===== src/rtl/instr_info_writer_pkg.sv =====
// Shared widths, FIFO geometry and completion-lane indices for the instruction info writer.
package instr_info_writer_pkg;

    localparam int WF_ID_LENGTH            = 4;
    localparam int WF_PER_CU               = 10;
    localparam int ISSUE_INSTR_INFO_LENGTH = 8;

    localparam int FIFO_DEPTH = 4;
    localparam int FIFO_PTR_W = 2;
    localparam int FIFO_CNT_W = 3;

    localparam int DONE_VGPR_ALU = 0;
    localparam int DONE_VGPR_LSU = 1;
    localparam int DONE_SGPR_ALU = 2;
    localparam int DONE_SGPR_LSU = 3;
    localparam int DONE_LANES    = DONE_SGPR_LSU + 1;

    typedef struct packed {
        logic [WF_ID_LENGTH-1:0]            wfid;
        logic [ISSUE_INSTR_INFO_LENGTH-1:0] info;
    } fifo_entry_t;

    function automatic logic wfid_in_range(input logic [WF_ID_LENGTH-1:0] wfid);
        return int'(wfid) < WF_PER_CU;
    endfunction

endpackage


===== src/rtl/instr_info_writer_fifo.sv =====
// In-order buffer for accepted offers; pointers wrap modulo FIFO_DEPTH.
module instr_info_fifo
    import instr_info_writer_pkg::*;
#(
    parameter int WIDTH = 8
) (
    input  logic                  clk,
    input  logic                  rst,
    input  logic                  push,
    input  logic [WIDTH-1:0]      push_data,
    input  logic                  pop,
    output logic [WIDTH-1:0]      head_data,
    output logic [FIFO_CNT_W-1:0] count,
    output logic                  empty,
    output logic                  full
);

    logic [WIDTH-1:0]      mem [FIFO_DEPTH];
    logic [FIFO_PTR_W-1:0] wr_ptr;
    logic [FIFO_PTR_W-1:0] rd_ptr;
    logic                  do_push;
    logic                  do_pop;

    assign empty     = (count == '0);
    assign full      = (int'(count) == FIFO_DEPTH);
    assign do_push   = push && !full;
    assign do_pop    = pop && !empty;
    assign head_data = mem[rd_ptr];

    // Storage needs no reset: entries are only visible through count.
    always_ff @(posedge clk) begin
        if (do_push) begin
            mem[wr_ptr] <= push_data;
        end
    end

    always_ff @(posedge clk or posedge rst) begin
        if (rst) begin
            wr_ptr <= '0;
            rd_ptr <= '0;
            count  <= '0;
        end else begin
            if (do_push) begin
                wr_ptr <= wr_ptr + FIFO_PTR_W'(1);
            end
            if (do_pop) begin
                rd_ptr <= rd_ptr + FIFO_PTR_W'(1);
            end
            count <= count + FIFO_CNT_W'(do_push) - FIFO_CNT_W'(do_pop);
        end
    end

endmodule


===== src/rtl/instr_info_writer.sv =====
// Buffers decoded instructions and writes each into the info table once its wavefront slot is free.
// Optional error tracking is compiled in with INSTR_INFO_WRITER_ERR_CHECK_EN.
module instr_info_writer
    import instr_info_writer_pkg::*;
(
    input  logic                               clk,
    input  logic                               rst,
    input  logic                               in_valid,
    output logic                               in_ready,
    input  logic [WF_ID_LENGTH-1:0]            in_wfid,
    input  logic [ISSUE_INSTR_INFO_LENGTH-1:0] in_info,
    input  logic [DONE_LANES-1:0]              done_valid,
    input  logic [DONE_LANES*WF_ID_LENGTH-1:0] done_wfid,
    output logic                               f_decode_valid,
    output logic [WF_ID_LENGTH-1:0]            f_decode_wfid,
    output logic [ISSUE_INSTR_INFO_LENGTH-1:0] decode_wr_data,
    output logic [WF_PER_CU-1:0]               slot_busy,
    output logic [FIFO_CNT_W-1:0]              fifo_count,
    output logic                               err_spurious,
    output logic [WF_ID_LENGTH-1:0]            err_wfid
);

    fifo_entry_t          push_entry;
    fifo_entry_t          head_entry;
    logic                 push;
    logic                 pop;
    logic                 fifo_empty;
    logic                 fifo_full;
    logic [WF_PER_CU-1:0] busy_next;

    assign in_ready   = !fifo_full;
    assign push       = in_valid && in_ready && wfid_in_range(in_wfid);
    assign push_entry = '{wfid: in_wfid, info: in_info};
    assign pop        = !fifo_empty && !slot_busy[head_entry.wfid];

    instr_info_fifo #(
        .WIDTH($bits(fifo_entry_t))
    ) u_fifo (
        .clk      (clk),
        .rst      (rst),
        .push     (push),
        .push_data(push_entry),
        .pop      (pop),
        .head_data(head_entry),
        .count    (fifo_count),
        .empty    (fifo_empty),
        .full     (fifo_full)
    );

    // Clears first, then the pop's set, so a same-edge set wins.
    always_comb begin
        busy_next = slot_busy;
        for (int i = 0; i < DONE_LANES; i++) begin
            if (done_valid[i] && wfid_in_range(done_wfid[i*WF_ID_LENGTH +: WF_ID_LENGTH])) begin
                busy_next[done_wfid[i*WF_ID_LENGTH +: WF_ID_LENGTH]] = 1'b0;
            end
        end
        if (pop) begin
            busy_next[head_entry.wfid] = 1'b1;
        end
    end

    always_ff @(posedge clk or posedge rst) begin
        if (rst) begin
            f_decode_valid <= 1'b0;
            f_decode_wfid  <= '0;
            decode_wr_data <= '0;
            slot_busy      <= '0;
        end else begin
            f_decode_valid <= pop;
            slot_busy      <= busy_next;
            if (pop) begin
                f_decode_wfid  <= head_entry.wfid;
                decode_wr_data <= head_entry.info;
            end
        end
    end

`ifdef INSTR_INFO_WRITER_ERR_CHECK_EN
    logic                    err_hit;
    logic [WF_ID_LENGTH-1:0] err_hit_wfid;

    // Lane order gives priority; a dropped offer ranks after all lanes.
    always_comb begin
        err_hit      = 1'b0;
        err_hit_wfid = '0;
        for (int i = 0; i < DONE_LANES; i++) begin
            if (!err_hit && done_valid[i]
                && wfid_in_range(done_wfid[i*WF_ID_LENGTH +: WF_ID_LENGTH])
                && !slot_busy[done_wfid[i*WF_ID_LENGTH +: WF_ID_LENGTH]]) begin
                err_hit      = 1'b1;
                err_hit_wfid = done_wfid[i*WF_ID_LENGTH +: WF_ID_LENGTH];
            end
        end
        if (!err_hit && in_valid && in_ready && !wfid_in_range(in_wfid)) begin
            err_hit      = 1'b1;
            err_hit_wfid = in_wfid;
        end
    end

    always_ff @(posedge clk or posedge rst) begin
        if (rst) begin
            err_spurious <= 1'b0;
            err_wfid     <= '0;
        end else if (err_hit && !err_spurious) begin
            err_spurious <= 1'b1;
            err_wfid     <= err_hit_wfid;
        end
    end
`else
    assign err_spurious = 1'b0;
    assign err_wfid     = '0;
`endif

endmodule


===== config.mk =====
export PLATFORM = sky130hd
export DESIGN_NAME = instr_info_writer
export DESIGN_NICKNAME = d
export VERILOG_FILES = /design/src/rtl/instr_info_writer_pkg.sv /design/src/rtl/instr_info_writer_fifo.sv /design/src/rtl/instr_info_writer.sv
export SDC_FILE = /design/constraint.sdc
export NUM_CORES = 1
export LEC_CHECK = 0
export ABC_CLOCK_PERIOD_IN_PS = 6300
export CAP_MARGIN = 40
export CORE_MARGIN = 5
export CORE_UTILIZATION = 55
export CTS_BUF_LIST = sky130_fd_sc_hd__clkbuf_8
export DETAILED_ROUTE_END_ITERATION = 16
export PLACE_DENSITY = 0.9
export SLEW_MARGIN = 20
export SYNTH_ARGS = -nofsm -noshare
export SYNTH_HDL_FRONTEND = slang
export SYNTH_SLANG_ARGS = --single-unit

===== constraint.sdc =====
create_clock -name clk -period 6.3 [get_ports clk]
set_input_delay 1.26 -clock clk [delete_from_list [all_inputs] [get_ports clk]]
set_output_delay 1.26 -clock clk [all_outputs]
set_load 0.05 [all_outputs]

; After elaboration in Yosys (flattened, before gate mapping)
; Memories as Yosys holds them, arrays and structs flattened.
; Index checks and enable logic that the tools add are counted.
[op_classes]
reduce_logical = 18
order_cmp = 15
bitwise = 9
n_eq_ne = 1
n_addsub = 4
mux = 19
[op_table]
columns = op, count
row1 = two-way mux 10 bit, 5
row2 = AND 10 bit, 4
row3 = NOT 10 bit, 4
row4 = less-than comparator 4 x 5 -> 1 bit (second input constant), 5
row5 = demux 1 bit (select 4 bit), 5
row6 = >= comparator 4 x 1 -> 1 bit (second input constant), 5
row7 = less-than comparator 4 bit (second input constant), 5
row8 = logical AND 1 bit, 14
row9 = OR 10 bit, 1
row10 = two-way mux 1 bit, 8
row11 = adder 2 x 1 -> 2 bit (second input constant), 2
row12 = binary-select mux 1 bit (select 4 bit), 1
row13 = adder 3 x 1 -> 3 bit, 1
row14 = == test 3 bit (second input constant), 1
row15 = logical NOT 1 bit, 3
row16 = logical NOT 3 bit, 1
row17 = subtractor 3 x 1 -> 3 bit, 1
[totals]
mem_count = 1
register_bits = 30
inputBits = 35
ram_bits = 48
out_inout_bits = 32
[memory_table]
columns = memory, words, word_bits, rd, rd_clocked_by_memory_dff, wr, line
row1 = u_fifo.mem, 4, 12, 1, 0, 1, instr_info_writer_fifo.sv:18  ; logic [WIDTH-1:0] mem [FIFO_DEPTH];

; Longest topological paths before layout
; Gate-level depths: netlist (run 1).
[depth]
ltp_word = 15
depth_mapped = 15
depth_no_buf = 12

; Modules after synthesis
; From an unflattened synthesis (run 1), not the netlist that was laid out.
[hier_totals]
hier_cells = 249
hier_area_um2 = 3708.6
[by_module_without_submodules]
columns = mod, area_per_inst_um2, n_inst, cells_each
row1 = instr_info_fifo, 2237.1, 1, 106
row2 = instr_info_writer, 1471.4, 1, 143

; Least setup slack after synthesis (run 1)
; Ideal clock, no wire load.
[synth_timing]
path_kind = flip-flop to flip-flop
from = register u_fifo.rd_ptr[0]
to = register u_fifo.count[2]
synth_period_minus_slack_ns = 3.287
stages_incl_launch_ff = 16
setup_slack_ns = 3.013
arrival_ns = 3.162
t_required_ns = 6.175
cell_sequence = dfrtp_1 -> buf_6 -> mux4_2 -> buf_6 -> mux2i_1 -> o22ai_1 -> a211oi_4 -> o21ai_2 -> buf_6 -> inv_1 -> ha_1 -> inv_1 -> ha_1 -> fa_1 -> xnor2_1 -> xnor2_1
[synth_between]
elab_chain_len = 7
[synth_lines]
columns = item, line
row1 = "start, declared", instr_info_writer_fifo.sv:20  ; logic [FIFO_PTR_W-1:0] rd_ptr;
row2 = "start signal, assigned", instr_info_writer_fifo.sv:47  ; rd_ptr <= rd_ptr + FIFO_PTR_W'(1);
row3 = memory read (4 x 12 bit), n/a
row4 = binary-select mux 1 bit (select 4 bit), instr_info_writer.sv:34  ; assign pop = !fifo_empty && !slot_busy[head_entry.wfid];
row5 = two-way mux 1 bit (not written as such), instr_info_writer.sv:34
row6 = logical NOT 1 bit, instr_info_writer.sv:34
row7 = logical AND 1 bit, instr_info_writer.sv:34
row8 = logical AND 1 bit, instr_info_writer_fifo.sv:27  ; assign do_pop = pop && !empty;
row9 = named net u_fifo.do_pop, instr_info_writer_fifo.sv:22  ; logic do_pop;
row10 = subtractor 3 x 1 -> 3 bit, instr_info_writer_fifo.sv:49  ; count <= count + FIFO_CNT_W'(do_push) - FIFO_CNT_W'(do_pop);
row11 = "end signal, assigned", instr_info_writer_fifo.sv:49
row12 = "end, declared", instr_info_writer_fifo.sv:13  ; output logic [FIFO_CNT_W-1:0] count,
; The timed path passes the listed nets, and every way through them passes these cells. The select of a mux whose other input is x is not followed.
; A chain may end at the register's enable or synchronous reset.

; Worst setup path after layout (run 1)
; Same ends and word-level chain as after synthesis.

==> results.json, run 1 <==
{
  "pwr_density_cell_nw_per_um2": 518,
  "cp_data_required_time_ns": 6.57,
  "met1_usage": 0.265,
  "worst-path-max-fanout": 9,
  "wl_per_cell_um": 21.9,
  "final_core_util": 0.712,
  "p_leak_nw": 1.71,
  "syn_to_final_growth_pct": 24.5,
  "async_flop_share": 0.385,
  "layout_commonest_cell": "clkdlybuf4s50_1",
  "grt_pass1_vias": 2654,
  "fmaxAchievable_mhz": 289,
  "finalClockSkew_ns": 0.0116,
  "row_count": 29,
  "drive_above_1_share": 0.138,
  "io_pins": 67,
  "tightestPinTransition_ns": 0.704,
  "yosys_warnings": 0,
  "netlist_area_um2": 3680,
  "arrival_ns": 3.73,
  "slew_violations": 0,
  "finalSetupTns_ns": 0,
  "ys_top_cells_by_area": "edfxtp_1 39%, dfrtp_1 20%, mux4_2 8.6%, ha_1 2.0%, mux2_4 2.0%",
  "syn_area_per_cell_um2": 14.1,
  "synth-seq-cells": 78,
  "setup_viol": 0,
  "critical_path.cell_chain": "mux4_2 > mux2i_1 > o22ai_1 > a211oi_4 > o21ai_2 > inv_1 > ha_1 > inv_1 > ha_1 > fa_1 > xnor2_1 > xnor2_1",
  "cts_sinks": 78,
  "hpwl_um": 6480,
  "final_cell_mix": "61 x clkdlybuf4s50_1, 48 x edfxtp_1, 30 x dfrtp_1",
  "cts_resized": 0,
  "crit_slowest_cell": "mux4_2",
  "grt-ovfl-total": 0,
  "max-slew-margin-rel": 0.530,
  "hold_path.class": "reg -> reg",
  "cp-end-kind": "register",
  "register_area_um2": 2190,
  "clkLatencyLatePin_ns": 0.35,
  "start_kind": "register",
  "path_clk_slew_ns": 0.09,
  "cts_hold_buf": 0,
  "grt_use_met3": 0.0548,
  "multi_input_area_um2": 1340,
  "ys.flop_type": "edfxtp_1",
  "wl_um": 9000,
  "fp.dieArea_um2": 8420,
  "period_share": 0.550,
  "synth_edf_count": 48,
  "grtUsageMet2": 0.392,
  "rsz0062_at_grt": "no",
  "diodes": 0,
  "via_per_inst": 6.09,
  "fin_nets": 371,
  "slowest_delay_ns": 0.71,
  "synth.distinct_cells": 53,
  "route.detailed.drc": 0,
  "initial_core_util": 0.572,
  "initialDrtViolationCount": 101,
  "ys_seq_area_frac": 0.596,
  "yosysTopAreaCellShare": 0.392,
  "grt_usage": 0.223,
  "die_x_um": 91.8,
  "status": "complete, no violations",
  "vias": 2501,
  "place.gp.congestion": 0.912,
  "syn_inst": 261,
  "top_usage_layer": "met2",
  "fp.coreArea_um2": 6420,
  "grt_antenna_before_repair": 0,
  "critPathKind": "reg -> reg",
  "htree_levels": 3,
  "timing.max_cap.violations": 0,
  "clockBufferDepth": 2,
  "drtAntennaViolNets": 0,
  "post-route-min-period_ns": 3.47,
  "cts_tree": "yes",
  "yosysTopAreaCell": "edfxtp_1",
  "io_buffers": 61,
  "grt_max_degree": 17,
  "cts-root-buf": "clkbuf_8",
  "vdd_drop_max_uv": 435,
  "drt_pass1_iterations": 4,
  "cts_setup_buffers": 0,
  "final.fill_count": 420,
  "grt_first_pass_wirelength_um": 14300,
  "die_y_um": 91.8,
  "hold_viol_final": 0,
  "cts_made_buffers": 9
}
## synthesized netlist by cell type, types with 2 or more instances
cell,number
dfrtp_1,30
a32oi_1,3
ha_1,6
edfxtp_1,48
nor2b_1,4
nand4_1,3
nor3_1,3
buf_4,5
clkbuf_1,2
o32ai_1,2
mux2_4,5
mux2i_1,3
o22ai_1,6
nor3b_1,3
mux2_2,3
o31ai_1,3
a221oi_1,2
and2_1,4
nand2b_1,7
mux4_2,14
inv_1,18
nand3b_1,4
o2111ai_1,2
mux2_1,3
nand3_1,10
o21ai_0,7
nand2_1,12
and3_1,3
a22oi_1,2
xnor2_1,4
nor2_1,16
buf_6,3
## stage by stage
stage               total power, mW  hold slack [ns]  cells  area, um2  setup slack [ns]
finish                         2.37            0.513    411       4580              2.83
floorplan                      1.64            0.580    265       3690              3.01
detailed placement             1.99            0.500    395       4370              2.85
CTS                            2.38            0.514    411       4580              2.82
global placement               1.91            0.485    392       4310              2.09
global route                   2.49            0.536    411       4580              2.61
## worst max-delay path, delay by kind of cell, from the launching register on
family	cells	cell delay, ns
flops	1	0.68
xor+xnor	2	0.31
mux	2	0.88
fa+ha+maj	3	0.83
buf+inv	2	0.13
compound gates	3	0.57
## kinds of logic (layout without fill, tap and decap cells)
logic type / count (synthesis) / after routing / synth area share
AO/OA/AOI/OAI: 38 / 38 / 0.0817
XOR/XNOR: 4 / 4 / 0.00953
adder cells (fa/ha/maj): 7 / 7 / 0.0259
buffers and inverters: 30 / 99 / 0.0422
flip-flops: 78 / 78 / 0.596
multiplexers: 28 / 28 / 0.133
other: 1 / 5 / 0.00102
AND/OR/NAND/NOR: 75 / 75 / 0.111
## per-layer routing
layer / part of all wire / vias to the layer above / wire, um
met5: 0 / - / 0
met4: 0.022 / 0 / 200
met3: 0.061 / 15 / 547
met2: 0.52 / 103 / 4680
met1: 0.40 / 1256 / 3570
li1: - / 1127 / -
## state kept, by name, summed over array words and instances (netlist names)
name,flops
u_fifo.mem,48
slot_busy,10
decode_wr_data,8
f_decode_wfid,4
u_fifo.count,3
u_fifo.rd_ptr,2
u_fifo.wr_ptr,2
f_decode_valid,1
## worst paths after layout
| path | from | end | slack [ns] | depth (start not counted) |
|---|---|---|---|---|
| hold / removal | decode_wr_data[1] | decode_wr_data[1] | 0.51 | 1 |
| hold reg to reg | decode_wr_data[1] | decode_wr_data[1] | 0.51 | 1 |
| setup / recovery | u_fifo.rd_ptr[0] | u_fifo.count[2] | 2.83 | 12 |
| setup reg to reg | u_fifo.rd_ptr[0] | u_fifo.count[2] | 2.83 | 12 |
| min in group asynchronous | rst | f_decode_valid | 1.30 | 2 |
| max in group asynchronous | rst | f_decode_wfid[2] | 4.49 | 3 |
## layout make-up
class | instances | share of cell area
Sequential cell | 78 | 0.479
Multi-Input combinational cell | 157 | 0.294
Timing Repair Buffer | 64 | 0.146
Clock buffer | 9 | 0.0271
Tap cell | 77 | 0.0211
Clock inverter | 7 | 0.0175
Inverter | 19 | 0.0156
## power breakdown
group	switching, mW	internal (mW)	total [mW]
combinational	0.682	0.495	1.18
clock	0.192	0.188	0.381
sequential	0.119	0.691	0.810
total	0.994	1.37	2.37
No activity file was read; power rests on OpenSTA's default activity.
==> run 2, diff against run 1 <==
--- a/config.mk
+++ b/config.mk
@@ -5,13 +5,13 @@
 export SDC_FILE = /design/constraint.sdc
 export NUM_CORES = 1
 export LEC_CHECK = 0
-export ABC_CLOCK_PERIOD_IN_PS = 6300
+export ABC_CLOCK_PERIOD_IN_PS = 3100
 export CAP_MARGIN = 40
 export CORE_MARGIN = 5
-export CORE_UTILIZATION = 55
+export CORE_UTILIZATION = 49
 export CTS_BUF_LIST = sky130_fd_sc_hd__clkbuf_8
 export DETAILED_ROUTE_END_ITERATION = 16
-export PLACE_DENSITY = 0.9
+export PLACE_DENSITY = 0.85
 export SLEW_MARGIN = 20
 export SYNTH_ARGS = -nofsm -noshare
 export SYNTH_HDL_FRONTEND = slang
==> constraint.sdc (replaced) <==
create_clock -name clk -period 3.1 [get_ports clk]
set_input_delay 0.62 -clock clk [delete_from_list [all_inputs] [get_ports clk]]
set_output_delay 0.62 -clock clk [all_outputs]
set_load 0.05 [all_outputs]
==> results.json, run 2 (synthesis results as in run 1) <==
{
  "path_clk_slew_ns": 0.08,
  "hold_viol_final": 0,
  "tightestPinTransition_ns": 0.524,
  "hold_path.class": "reg -> reg",
  "hpwl_um": 5840,
  "max-slew-margin-rel": 0.650,
  "wl_um": 8150,
  "start_kind": "register",
  "top_register": "u_fifo.mem",
  "cts_made_buffers": 9,
  "slew_violations": 0,
  "htree_levels": 3,
  "finalClockSkew_ns": 0.0137,
  "arrival_ns": 3.23,
  "placed_cells": 428,
  "reg2regPathDepth": 12,
  "wl_per_cell_um": 18.3,
  "timing.max_cap.violations": 0,
  "reg_top3": "u_fifo.mem (48), slot_busy (10), decode_wr_data (8)",
  "row_count": 31,
  "whs_path_depth": 1,
  "grtUsageMet2": 0.283,
  "largest_register_ffs": 48,
  "route.detailed.drc": 0,
  "fp.dieArea_um2": 9330,
  "critPathKind": "reg -> reg",
  "io_pins": 67,
  "diodes": 0,
  "grt_antenna_before_repair": 0,
  "status": "complete, no violations",
  "setup_viol": 0,
  "fp.coreArea_um2": 7290,
  "cts_tree": "yes",
  "clockBufferDepth": 2,
  "via_per_inst": 5.65,
  "drive_above_1_share": 0.179,
  "clkLatencyLatePin_ns": 0.35,
  "initialDrtViolationCount": 179,
  "place.gp.congestion": 0.904,
  "syn_to_final_growth_pct": 27.2,
  "fin_cells": 446,
  "cts_sinks": 78,
  "die_y_um": 96.6,
  "fin_area_um2": 4680,
  "layout_commonest_cell": "clkdlybuf4s50_1",
  "period_share": 0.957,
  "die_x_um": 96.6,
  "vdd_drop_max_uv": 641,
  "grt_usage": 0.174,
  "grt-ovfl-total": 0,
  "dpl_cell_area_um2": 4460,
  "met1_usage": 0.233,
  "cp_data_required_time_ns": 3.36,
  "grt_pass1_vias": 2513,
  "initial_core_util": 0.504,
  "grt_first_pass_wirelength_um": 12900,
  "final_cell_mix": "61 x clkdlybuf4s50_1, 48 x edfxtp_1, 29 x dfrtp_1",
  "post-route-min-period_ns": 2.97,
  "top_usage_layer": "met2",
  "fmaxAchievable_mhz": 337,
  "io_buffers": 61,
  "cts-root-buf": "clkbuf_8",
  "finalPower_mw": 4.79,
  "drt_pass1_iterations": 4,
  "grt_use_met3": 0.0353,
  "drtAntennaViolNets": 0,
  "grt_max_degree": 31,
  "fin_nets": 384,
  "worst-path-max-fanout": 7,
  "cp-end-kind": "register",
  "p_leak_nw": 1.75,
  "cts_hold_buf": 0,
  "vias": 2520,
  "pwr_density_cell_nw_per_um2": 1020
}
## run 2: cell count changes in the layout (fill, tap and decap cells not counted), moves of 2 or more
cell        before  now
buf_4            0   15
clkinvlp_4       1    4
buf_8            2    0
inv_6            2    0
## run 2: power breakdown
group	internal, mW	switching (mW)	total (mW)
registers	1.41	0.204	1.61
clock network	0.284	0.360	0.644
logic	1.10	1.43	2.54
total	2.79	2.00	4.79
## run 2: stage by stage
step / hold WS [ns] / util / TNS (ns) / setup WS (ns)
CTS: 0.513 / 0.635 / 0 / 0.0843
global route: 0.522 / 0.641 / -0.0174 / -0.0174
detailed placement: 0.488 / 0.612 / 0 / 0.109
finish: 0.511 / 0.641 / 0 / 0.132
global placement: 0.473 / 0.612 / 0 / 0.154
floorplan: 0.580 / - / -0.0760 / -0.0760
## run 2: layer usage
| layer | vias to the layer above | wire length [um] |
|---|---|---|
| li1 | 1145 | - |
| met5 | - | 0 |
| met2 | 120 | 3980 |
| met3 | 14 | 574 |
| met4 | 0 | 108 |
| met1 | 1241 | 3490 |
## run 2: worst paths after layout
| path | slack [ns] | startpoint | endpoint |
|---|---|---|---|
| worst max register to register | 0.13 | u_fifo.rd_ptr[0] | u_fifo.count[2] |
| max in group asynchronous | 2.14 | rst | u_fifo.rd_ptr[0] |
| min in group asynchronous | 0.65 | rst | decode_wr_data[7] |
| worst min-delay path | 0.51 | f_decode_wfid[2] | f_decode_wfid[2] |
| worst min register to register | 0.51 | f_decode_wfid[2] | f_decode_wfid[2] |
| worst max-delay path | 0.13 | u_fifo.rd_ptr[0] | u_fifo.count[2] |
## run 2: timing repair
| action | CTS | global route |
|---|---|---|
| buffers inserted | 0 | 1 |
| setup endpoints to repair | 0 | 1 |
| endpoints found under the hold margin | 0 | 0 |
| resized for setup | 0 | 4 |
## run 2: layout make-up
| cell class | instances | area, um2 |
|---|---|---|
| Fill cell | 558 | 2620 |
| Sequential cell | 78 | 2190 |
| Multi-Input combinational cell | 158 | 1400 |
| Timing Repair Buffer | 76 | 723 |
| Clock buffer | 9 | 124 |
| Tap cell | 99 | 124 |
| Inverter | 19 | 71.3 |
| Clock inverter | 7 | 43.8 |
## run 2: worst max-delay path: stages, from the launching register on
cell	delay, ns
dfrtp_2	0.46
mux4_2	0.62
mux2i_1	0.17
o22ai_2	0.22
a211oi_4	0.07
o21ai_4	0.13
inv_1	0.05
ha_1	0.26
inv_1	0.04
ha_2	0.17
fa_2	0.37
xnor2_2	0.18
xnor2_1	0.14
